--- config.mk ---
export PLATFORM = sky130hd
export DESIGN_NAME = seg7_display_decoder
export DESIGN_NICKNAME = d
export VERILOG_FILES = /design/src/rtl/seg7_display_decoder.sv
export SDC_FILE = /design/constraint.sdc
export NUM_CORES = 1
export LEC_CHECK = 0
export ABC_AREA = 1
export BUFFER_PORTS_ARGS = -buffer_cell sky130_fd_sc_hd__clkbuf_2
export CAP_MARGIN = 20
export CORE_MARGIN = 3
export CORE_UTILIZATION = 61
export CTS_BUF_LIST = sky130_fd_sc_hd__clkbuf_4
export DETAILED_ROUTE_END_ITERATION = 8
export PLACE_DENSITY_LB_ADDON = 0.2
export SYNTH_ARGS = -nofsm -noshare
export SYNTH_HDL_FRONTEND = slang
export SYNTH_SLANG_ARGS = --single-unit
--- constraint.sdc ---
create_clock -name i_Clk -period 2.35 [get_ports i_Clk]
set_input_delay 0.5875 -clock i_Clk [delete_from_list [all_inputs] [get_ports i_Clk]]
set_output_delay 0.5875 -clock i_Clk [all_outputs]
set_load 0.02 [all_outputs]
--- src/rtl/seg7_display_decoder.sv ---
// Reads back two 7-segment buses, filters for stability, decodes to a 0-99 value
// and reports each new stable reading, flagging blank and illegal glyphs.
module seg7_display_decoder #(
    parameter int STABLE_CYCLES = 16,
    parameter bit ACTIVE_LOW    = 1'b1
) (
    input  logic       i_Clk,
    input  logic       i_Rst,
    input  logic [6:0] i_Seg1,
    input  logic [6:0] i_Seg2,
    output logic [3:0] o_Digit1,
    output logic [3:0] o_Digit2,
    output logic [6:0] o_Value,
    output logic       o_Valid,
    output logic       o_Blank,
    output logic       o_Glyph_Err,
    output logic [7:0] o_Update_Count
);

    localparam int CW = (STABLE_CYCLES > 2) ? $clog2(STABLE_CYCLES) : 1;
    localparam logic [CW-1:0] CNT_MAX = CW'(STABLE_CYCLES - 1);

    localparam logic [1:0] S_TRACK  = 2'd0;
    localparam logic [1:0] S_DECODE = 2'd1;
    localparam logic [1:0] S_REPORT = 2'd2;

    // Synchroniser resets to the pin level of an all-dark display, so W starts dark.
    localparam logic [13:0] SYNC_RST = {14{ACTIVE_LOW}};

    // Decoded glyph: {illegal, blank, digit[3:0]}
    function automatic logic [5:0] decode_glyph(input logic [6:0] g);
        case (g)
            7'b1111110: decode_glyph = {2'b00, 4'd0};
            7'b0110000: decode_glyph = {2'b00, 4'd1};
            7'b1101101: decode_glyph = {2'b00, 4'd2};
            7'b1111001: decode_glyph = {2'b00, 4'd3};
            7'b0110011: decode_glyph = {2'b00, 4'd4};
            7'b1011011: decode_glyph = {2'b00, 4'd5};
            7'b1011111: decode_glyph = {2'b00, 4'd6};
            7'b1110000: decode_glyph = {2'b00, 4'd7};
            7'b1111111: decode_glyph = {2'b00, 4'd8};
            7'b1111011: decode_glyph = {2'b00, 4'd9};
            7'b0000000: decode_glyph = {2'b01, 4'd0};
            default:    decode_glyph = {2'b10, 4'd0};
        endcase
    endfunction

    logic [13:0]   sync1_q, sync2_q, wprev_q, c_q, w;
    logic [CW-1:0] cnt_q, cnt_d;
    logic [1:0]    state_q, state_d;
    logic [5:0]    dec1_q, dec2_q;
    logic          load;
    logic          rep_ok, rep_blank;
    logic [3:0]    tens, ones;
    logic [6:0]    tens7, val_d;

    assign w = sync2_q ^ {14{ACTIVE_LOW}};

    always_comb begin
        cnt_d = cnt_q;
        if (w != wprev_q)
            cnt_d = '0;
        else if (cnt_q != CNT_MAX)
            cnt_d = cnt_q + 1'b1;
    end

    // Acting on the counter's next value lets C load on the edge the count completes.
    always_comb begin
        state_d = state_q;
        load    = 1'b0;
        case (state_q)
            S_TRACK: begin
                if (cnt_d == CNT_MAX && w != c_q) begin
                    load    = 1'b1;
                    state_d = S_DECODE;
                end
            end
            S_DECODE: state_d = S_REPORT;
            S_REPORT: state_d = S_TRACK;
            default:  state_d = S_TRACK;
        endcase
    end

    // A blank tens digit is a leading blank and reads as 0.
    assign tens      = dec1_q[4] ? 4'd0 : dec1_q[3:0];
    assign ones      = dec2_q[3:0];
    assign rep_ok    = !dec2_q[5] && !dec2_q[4] && !dec1_q[5];
    assign rep_blank = dec1_q[4] && dec2_q[4];
    assign tens7     = {3'b000, tens};
    assign val_d     = (tens7 << 3) + (tens7 << 1) + {3'b000, ones};

    always_ff @(posedge i_Clk) begin
        if (i_Rst) begin
            sync1_q <= SYNC_RST;
            sync2_q <= SYNC_RST;
            wprev_q <= '0;
            cnt_q   <= '0;
            state_q <= S_TRACK;
            c_q     <= '0;
            dec1_q  <= '0;
            dec2_q  <= '0;
        end else begin
            sync1_q <= {i_Seg1, i_Seg2};
            sync2_q <= sync1_q;
            wprev_q <= w;
            cnt_q   <= cnt_d;
            state_q <= state_d;
            if (load)
                c_q <= w;
            if (state_q == S_DECODE) begin
                dec1_q <= decode_glyph(c_q[13:7]);
                dec2_q <= decode_glyph(c_q[6:0]);
            end
        end
    end

    always_ff @(posedge i_Clk) begin
        if (i_Rst) begin
            o_Digit1       <= '0;
            o_Digit2       <= '0;
            o_Value        <= '0;
            o_Valid        <= 1'b0;
            o_Blank        <= 1'b0;
            o_Glyph_Err    <= 1'b0;
            o_Update_Count <= '0;
        end else begin
            o_Valid <= 1'b0;
            if (state_q == S_REPORT) begin
                if (rep_ok) begin
                    o_Digit1       <= tens;
                    o_Digit2       <= ones;
                    o_Value        <= val_d;
                    o_Valid        <= 1'b1;
                    o_Update_Count <= o_Update_Count + 8'd1;
                    o_Blank        <= 1'b0;
                    o_Glyph_Err    <= 1'b0;
                end else if (rep_blank) begin
                    o_Blank     <= 1'b1;
                    o_Glyph_Err <= 1'b0;
                end else begin
                    o_Blank     <= 1'b0;
                    o_Glyph_Err <= 1'b1;
                end
            end
        end
    end

endmodule
==> results of run 1 <==
power groups by stage:
stage | registers, W | logic [W] | clock network (W)
after floorplan | 0.00176 | 0.000127 | 0
after global placement | 0.00177 | 0.000160 | 0
after detailed placement | 0.00177 | 0.000164 | 0
after CTS | 0.00173 | 0.000166 | 0.000828
after global routing | 0.00174 | 0.000189 | 0.000891
final | 0.00173 | 0.000165 | 0.000815
cells in the mapped netlist, drive strengths merged:
master and count:
o31ai 1, a41oi 1, dfxtp 99, fa 2, a21boi 1, nor4 3
clkbuf 14, and3 1, xor2 3, o221ai 1, inv 77, nand3 33
buf 9, o21ai 27, nor2 125, o2111ai 1, o21a 2, nor3b 1
o211ai 2, a31oi 1, xnor2 7, nand2 155, nor3 12, ha 9
or2 30, clkinv 1, nand4 7, a21oi 22
state kept, by name (all words and copies together) (netlist names), 6 cells and up:
| register | flops |
|---|---|
| c_q | 14 |
| sync1_q | 14 |
| sync2_q | 14 |
| wprev_q | 14 |
| o_Update_Count | 8 |
| dec1_q | 6 |
| dec2_q | 6 |
| o_Value | 6 |
stage by stage:
stage	cells	hold slack (ns)	area, sq um	util	setup slack (ns)
finish	783	0.279	4940	0.704	0.191
CTS	783	0.273	4930	0.702	0.0509
floorplan	647	0.389	4540	-	0.265
detailed placement	767	0.395	4810	0.685	0.0740
global placement	767	0.393	4810	0.685	0.171
global route	783	0.267	4940	0.704	0.0160
final timing paths:
check	from	end	slack, ns
setup / recovery	dec1_q[4]	o_Value[6]	0.19
hold / removal	i_Seg2[3]	sync1_q[3]	0.28
setup reg to reg	dec1_q[4]	o_Value[6]	0.19
hold reg to reg	sync1_q[5]	sync2_q[5]	0.41
layout by cell type (no fill, tap or decap), drive strengths merged, types with 2 or more instances in the layout:
| cell type | Yosys | routed |
|---|---|---|
| o21ai | 27 | 27 |
| clkinvlp | 0 | 2 |
| buf | 9 | 6 |
| nand3 | 33 | 33 |
| xnor2 | 7 | 7 |
| ha | 9 | 9 |
| or2 | 30 | 30 |
| fa | 2 | 2 |
| xor2 | 3 | 3 |
| o21a | 2 | 2 |
| clkbuf | 14 | 50 |
| clkinv | 1 | 3 |
| dfxtp | 99 | 99 |
| nand4 | 7 | 7 |
| inv | 77 | 80 |
| o211ai | 2 | 2 |
| nor2 | 125 | 125 |
| nand2 | 155 | 155 |
| nor4 | 3 | 3 |
| nor3 | 12 | 12 |
| a21oi | 22 | 22 |
repair_timing:
action,4_1_cts,5_1_grt
endpoints found under the setup margin,0,1
gates resized for setup,0,4
endpoints found under the hold margin,0,0
buffers inserted,0,0
kinds of logic after synthesis:
| family | Yosys count | share of synthesized area |
|---|---|---|
| and+or+nand+nor | 367 | 0.350 |
| xor gates and xnor gates | 10 | 0.0193 |
| buffers and inverters | 101 | 0.0890 |
| adders and majority gates | 11 | 0.0336 |
| DFF | 99 | 0.437 |
| AOI/OAI and AO/OA | 59 | 0.0711 |
area by class of cell:
type / instances / area, sq um / share of cell area
inverter: 78 / 293 / 0.0593
tap: 96 / 120 / 0.0243
clock buffer: 9 / 67.6 / 0.0137
multi-input combinational: 447 / 2160 / 0.438
clock inverter: 7 / 50.0 / 0.0101
timing repair buffer: 47 / 263 / 0.0532
sequential: 99 / 1980 / 0.402
per-layer routing:
layer  global-route usage  share of wire
met1                0.286           0.45
met2                0.390           0.47
met3               0.0427          0.053
met5                    0              0
met4                0.105          0.021
==> metrics, run 1 <==
DIE WIDTH 92.3 um; Max-cap violations 0; IO buf count 41; Reg2Reg Depth 11; Rel. slew slack 0.640; worst vdd ir 0.333 mV; Int Pwr about 0.0020 W; CP cell instances inv_1, nand2_1, fa_1, inv_1, fa_2, nand2_1, nand2_1, a21oi_2, xnor2_1, nand2_1, a21oi_1; Slew @ Worst Pin ~0.54 ns; Leak about 2.3 nW; Sw Pwr roughly 0.00071 W; num rows 30; GPL Wtd Cong between 0.8 and 0.9; Power Dens Cells approximately 550 nW/um^2; die height just over 90 um; Synth Warn # 0; sequential power share 0.638; core area 7020 sq um; CTS tree yes; Clock Tree Buf Depth 2; critical path required time between 2 and 3 ns; CP most frequent cell nand2_1; Min-Delay Path Depth 2; Layout Skew roughly 0.02 ns; Setup CP Type reg2reg; post-DP HPWL 6.77 mm; status finished clean; dominant cell type by area after synthesis dfxtp_1; switch share 0.262; Final Hold Fails 0; first-pass GRT wire length 15.9 mm; CP arrival 2.56 ns; slowest CP cell fa_1; Hold Crit Class in2reg; full die area approximately 8500 sq um; drt first pass iters 7; layout cell share with drive strength beyond 1 0.164; f_max approximately 460 MHz; antenna viol nets, final 0; vias in the first global route approximately 3700; final net count slightly above 700; Antenna diodes 0; Logic pwr share 0.061; Num CTS Buffers 9; Seq/Total Area, Yosys 0.437; RSZ-0062 raised after global routing false; hold buffers post-CTS 0; WP buf/inv 2; pins over their slew limit 0; crit-path max FO 5; clk sink count 99; clock root cell clkbuf_4; largest net degree at the start of global routing just under 60; Largest delay share family, worst path adder cells; top-area cell type share of the netlist area 0.437; Netlist cell types 39; GR Overflow Total 0; setup TNS 0 ns; critical path startpoint category register; Synthesized Nets between 600 and 700; Mean Syn Cell Area about 7 sq um; Vias/cell 5.13; Setup violations, final 0; FF+latch count, synth 99; DR vias 4014; starting density of the core 0.647; fill count 616; total design power approximately 0.0027 W; GRT Util Overall 0.231; synthesis-to-layout area growth 8.79%; DRC 0; synth top area cells dfxtp_1 44%, nand2_1 13%, nor2_1 9.8%; clk_lat worst skew 0.47 ns; Clock power frac 0.301; CP Depth 11; Final period util 0.919; WL per Instance 11.9 um; final wirelength a little over 9 mm; synthesized area around 4500 sq um; initial DRC count between 200 and 250; CTS clk-pin slew, worst paths about 0.16 ns; Post-Synthesis Cells about 650; initial antenna violation count 0; io pins 42; H-tree levels 3; Final min period around 2.2 ns; crit end category register; Max stage delay on crit path 0.49 ns
Note: power is estimated with default switching activity, not from simulation.
==> run 2: changes to the inputs <==
==> constraint.sdc (replaced) <==
create_clock -name i_Clk -period 2.4 [get_ports i_Clk]
set_input_delay 0.6 -clock i_Clk [delete_from_list [all_inputs] [get_ports i_Clk]]
set_output_delay 0.6 -clock i_Clk [all_outputs]
set_load 0.02 [all_outputs]
==> run 2 against run 1 <==
Cell area rose by 0.68%; fmax fell by 1.8%; sequential power fell by 2%.
==> metrics, run 2 (synthesis gave the netlist of run 1 again) <==
Final Hold Fails 0; f_max around 450 MHz; Setup CP Type reg2reg; HP Start i_Seg1[0]; fin area 4970 sq um; final net count 708; commonest non-fill, non-tap cell in the layout nand2_1; die height ~92 um; GRT Util Overall 0.229; first-pass GRT wire length 15.7 mm; Vias/cell about 5.2; num rows 30; DRC 0; Num CTS Buffers 9; DP Area about 4800 sq um; fill count slightly above 600; io pins 42; Power Dens Cells about 570 nW/um^2; GR Overflow Total 0; leading cell types in the layout, fill and taps excluded 154 x nand2_1, 118 x nor2_1, 98 x dfxtp_1; Slew @ Worst Pin just under 0.6 ns; CTS tree yes; worst vdd ir 0.431 mV; Post-CTS Setup Bufs 0; vias in the first global route between 3000 and 4000; starting density of the core 0.647; Min-Delay Path Depth 2; Hold Crit Class in2reg; H-tree levels 3; WL per Instance approximately 12 um; Leak ~2.3 nW; Setup violations, final 0; setup TNS 0 ns; Final min period 2.20 ns; status finished clean; CP cell instances inv_1, nand2_1, fa_1, inv_1, fa_2, nand2_1, nand2_1, a21oi_1, xnor2_1, nand2_1, a21oi_1; Reg2Reg Depth 11; DIE WIDTH 92.3 um; initial antenna violation count 0; antenna viol nets, final 0; drt first pass iters 5; r2r startpoint dec1_q[4]; Clock Tree Buf Depth 2; CP most frequent cell nand2_1; CP arrival 2.57 ns; RSZ-0062 raised after global routing false; multi-input logic area approximately 2200 sq um; final wirelength 9.28 mm; critical path required time roughly 2.8 ns; Worst Hold End sync1_q[7]; post-DP HPWL 6.90 mm; DR vias 4030; reg2reg setup slack between 0.2 and 0.25 ns; critical path startpoint category register; full die area roughly 8500 sq um; initial DRC count 269; slowest CP cell fa_1; Final WS setup 0.200 ns; IO buf count 41; crit end category register; Max-cap violations 0; GPL Wtd Cong ~0.86; synthesis-to-layout area growth 9.54%; core area roughly 7000 sq um; layout cell share with drive strength beyond 1 0.162; largest net degree at the start of global routing between 50 and 60; clk sink count between 90 and 100; Largest delay share family, worst path adder cells; clock root cell clkbuf_4; register area around 2000 sq um; Max stage delay on crit path between 0.5 and 0.6 ns; crit-path max FO 5; WP buf/inv 2; CTS clk-pin slew, worst paths 0.14 ns; pins over their slew limit 0; Layout Skew around 0.019 ns; Antenna diodes 0; Rel. slew slack 0.606; post-layout util 0.708; Final period util 0.916; clk_lat worst skew about 0.44 ns; Reg-to-Reg End o_Value[6]; setup slack at placement between 0.1 and 0.15 ns
run 2: final cells by class:
cell class / count / share of cell area
Timing Repair Buffer: 46 / 0.0513
Sequential cell: 99 / 0.399
Multi-Input combinational cell: 447 / 0.434
Tap cell: 96 / 0.0242
Clock inverter: 6 / 0.0181
Clock buffer: 10 / 0.0151
Inverter: 78 / 0.0589
run 2: how the worst max path moves through the flow:
stage                    from          to  depth (start not counted)
floorplan           dec1_q[4]  o_Value[6]                         11
global placement    dec1_q[4]  o_Value[6]                         11
detailed placement  dec1_q[4]  o_Value[6]                         11
CTS                 dec1_q[4]  o_Value[6]                         11
global route         cnt_q[0]      c_q[0]                         10
finish              dec1_q[4]  o_Value[6]                         11
run 2: timing repair:
action,CTS,global route
gates resized for setup,0,2
hold buffers,0,0
endpoints found under the hold margin,0,0
endpoints found under the setup margin,0,1
run 2: routing by layer:
metal,share of wire,GRT usage,vias up
met5,0,0,-
met4,0.013,0.0681,0
met3,0.056,0.0697,14
met2,0.49,0.397,123
met1,0.44,0.272,1819
li1,-,-,2074
run 2: where the power goes:
group          internal, W  total [W]  leakage, nW  switching [W]
clock network     0.000436   0.000964       0.0866       0.000527
registers          0.00167    0.00169        0.806      0.0000219
logic            0.0000675   0.000163         1.42      0.0000957
run 2: per-stage QoR:
stage	power, W	instances	hold WS [ns]
2_1_floorplan	0.00185	647	0.389
3_3_place_gp	0.00189	766	0.393
3_5_place_dp	0.00189	766	0.392
4_1_cts	0.00285	782	0.308
5_1_grt	0.00295	782	0.283
6_report	0.00282	782	0.333
==> run 3: changes to the inputs <==
--- a/config.mk
+++ b/config.mk
@@ -9,7 +9,7 @@
 export BUFFER_PORTS_ARGS = -buffer_cell sky130_fd_sc_hd__clkbuf_2
 export CAP_MARGIN = 20
 export CORE_MARGIN = 3
-export CORE_UTILIZATION = 61
+export CORE_UTILIZATION = 55
 export CTS_BUF_LIST = sky130_fd_sc_hd__clkbuf_4
 export DETAILED_ROUTE_END_ITERATION = 8
 export PLACE_DENSITY_LB_ADDON = 0.2
==> run 3 against run 2 <==
Combinational power barely moved; sequential power barely moved; clock power fell by 17%; routed wire length fell by 2.7%; utilization fell by 8.0 points; total power fell by 5.9%; highest routed layer unchanged; clock skew rose by 0.0039 ns; global-route usage fell by 2.1 points; register-to-register slack got worse by 0.02 ns; fmax fell by 0.88%; die area rose by 10%.
==> metrics, run 3 (synthesis gave the netlist of run 1 again) <==
status finished clean; hold buffers post-CTS 0; Sw Pwr between 0.0006 and 0.0007 W; Setup CP Type reg2reg; clock root cell clkbuf_4; core area 7890 sq um; worst vdd ir 0.345 mV; starting density of the core 0.576; Max-cap violations 0; first-pass GRT wire length ~16 mm; initial antenna violation count 0; Final WS setup roughly 0.18 ns; register area between 1500 and 2000 sq um; drt first pass iters 5; crit-path max FO 5; antenna viol nets, final 0; DRC 0; initial DRC count approximately 170; Clock power frac 0.300; Antenna diodes 0; Setup violations, final 0; die height between 90 and 100 um; WL met3 a little under 500 um; full die area ~9400 sq um; CTS clk-pin slew, worst paths around 0.16 ns; clk_lat worst skew between 0.4 and 0.5 ns; Num CTS Buffers 9; hold_ws around 0.32 ns; Final period util 0.925; clk sink count slightly below 100; HP Start i_Seg1[3]; setup slack at placement 0.177 ns; crit end category register; Logic pwr share 0.062; RSZ-0062 raised after global routing false; r2r startpoint dec1_q[4]; DIE WIDTH a little under 100 um; setup TNS 0 ns; WL per Instance approximately 11 um; commonest non-fill, non-tap cell in the layout nand2_1; io pins 42; Final Hold Fails 0; layout cell share with drive strength beyond 1 0.163; Leak 2.31 nW; fill count ~730; CP arrival around 2.6 ns; Rel. slew slack 0.716; final net count just over 700; Layout Skew around 0.023 ns; Power Dens Cells ~540 nW/um^2; met2 wire length roughly 4.3 mm; GRT Util Overall 0.208; final wirelength 9.02 mm; f_max approximately 450 MHz; DR vias 3965; switch share 0.258; largest net degree at the start of global routing 44; Vias/cell around 5.0; post-DP HPWL about 6.8 mm; Final min period 2.22 ns; Slew @ Worst Pin about 0.43 ns; multi-input logic area 2160 sq um; leading cell types in the layout, fill and taps excluded 154 x nand2_1, 118 x nor2_1, 98 x dfxtp_1; GR Overflow Total 0; critical path startpoint category register; met1 wire length 4.14 mm; total design power about 0.0027 W; sequential power share 0.638; num rows 32; CTS tree yes; GPL Wtd Cong between 0.8 and 0.9; Hold Crit Class in2reg; DR top layer met4; Post-CTS Setup Bufs 0; pins over their slew limit 0; IO buf count 41; Clock Tree Buf Depth 2; Int Pwr slightly below 0.002 W; crit path from dec1_q[4]; critical path required time ~2.8 ns; synthesis-to-layout area growth 9.18%; H-tree levels 3; vias in the first global route about 3800
[run 3: repair_timing]
action                                  CTS  global route
endpoints found under the hold margin     0             0
endpoints found under the setup margin    0             4
resized for setup                         0             2
[run 3: routing by layer]
metal | GRT usage | up-vias
li1 | - | 2078
met1 | 0.266 | 1770
met2 | 0.339 | 107
met3 | 0.0584 | 10
met4 | 0.0691 | 0
met5 | 0 | -
[run 3: power groups by stage]
stage	combinational [W]	sequential [W]	clock [W]
finish	0.000164	0.00169	0.000796
global route	0.000187	0.00170	0.000904
CTS	0.000164	0.00170	0.000829
detailed placement	0.000163	0.00173	0
global placement	0.000158	0.00173	0
floorplan	0.000124	0.00172	0
[run 3: final cells by class]
type | instances | area share
clock buffers | 9 | 0.0136
well taps | 102 | 0.0258
multi-input cells | 447 | 0.435
flip-flops and latches | 99 | 0.400
inverters | 78 | 0.0591
repair buffers | 48 | 0.0545
clock inverters | 7 | 0.0114
[run 3: per-stage QoR]
| stage | cell area [sq um] | cells | util |
|---|---|---|---|
| finish | 4960 | 790 | 0.628 |
| global route | 4960 | 790 | 0.628 |
| CTS | 4950 | 790 | 0.628 |
| detailed placement | 4830 | 774 | 0.612 |
| global placement | 4830 | 774 | 0.612 |
| floorplan | 4540 | 647 | - |
[run 3: worst max-delay path, stage by stage, from the launching register on]
cell and delay [ns]:
dfxtp_2 0.37, inv_1 0.07, nand2_1 0.09, fa_1 0.51
inv_1 0.07, fa_1 0.46, nand2_1 0.09, nand2_1 0.05
a21oi_1 0.15, xnor2_1 0.13, nand2_1 0.06, a21oi_1 0.12
[run 3: final timing paths]
path                      end  slack, ns  cells after the start
setup / recovery   o_Value[6]       0.18                     11
hold / removal    sync1_q[10]       0.32                      2
setup reg to reg   o_Value[6]       0.18                     11
hold reg to reg    sync2_q[3]       0.42                      1
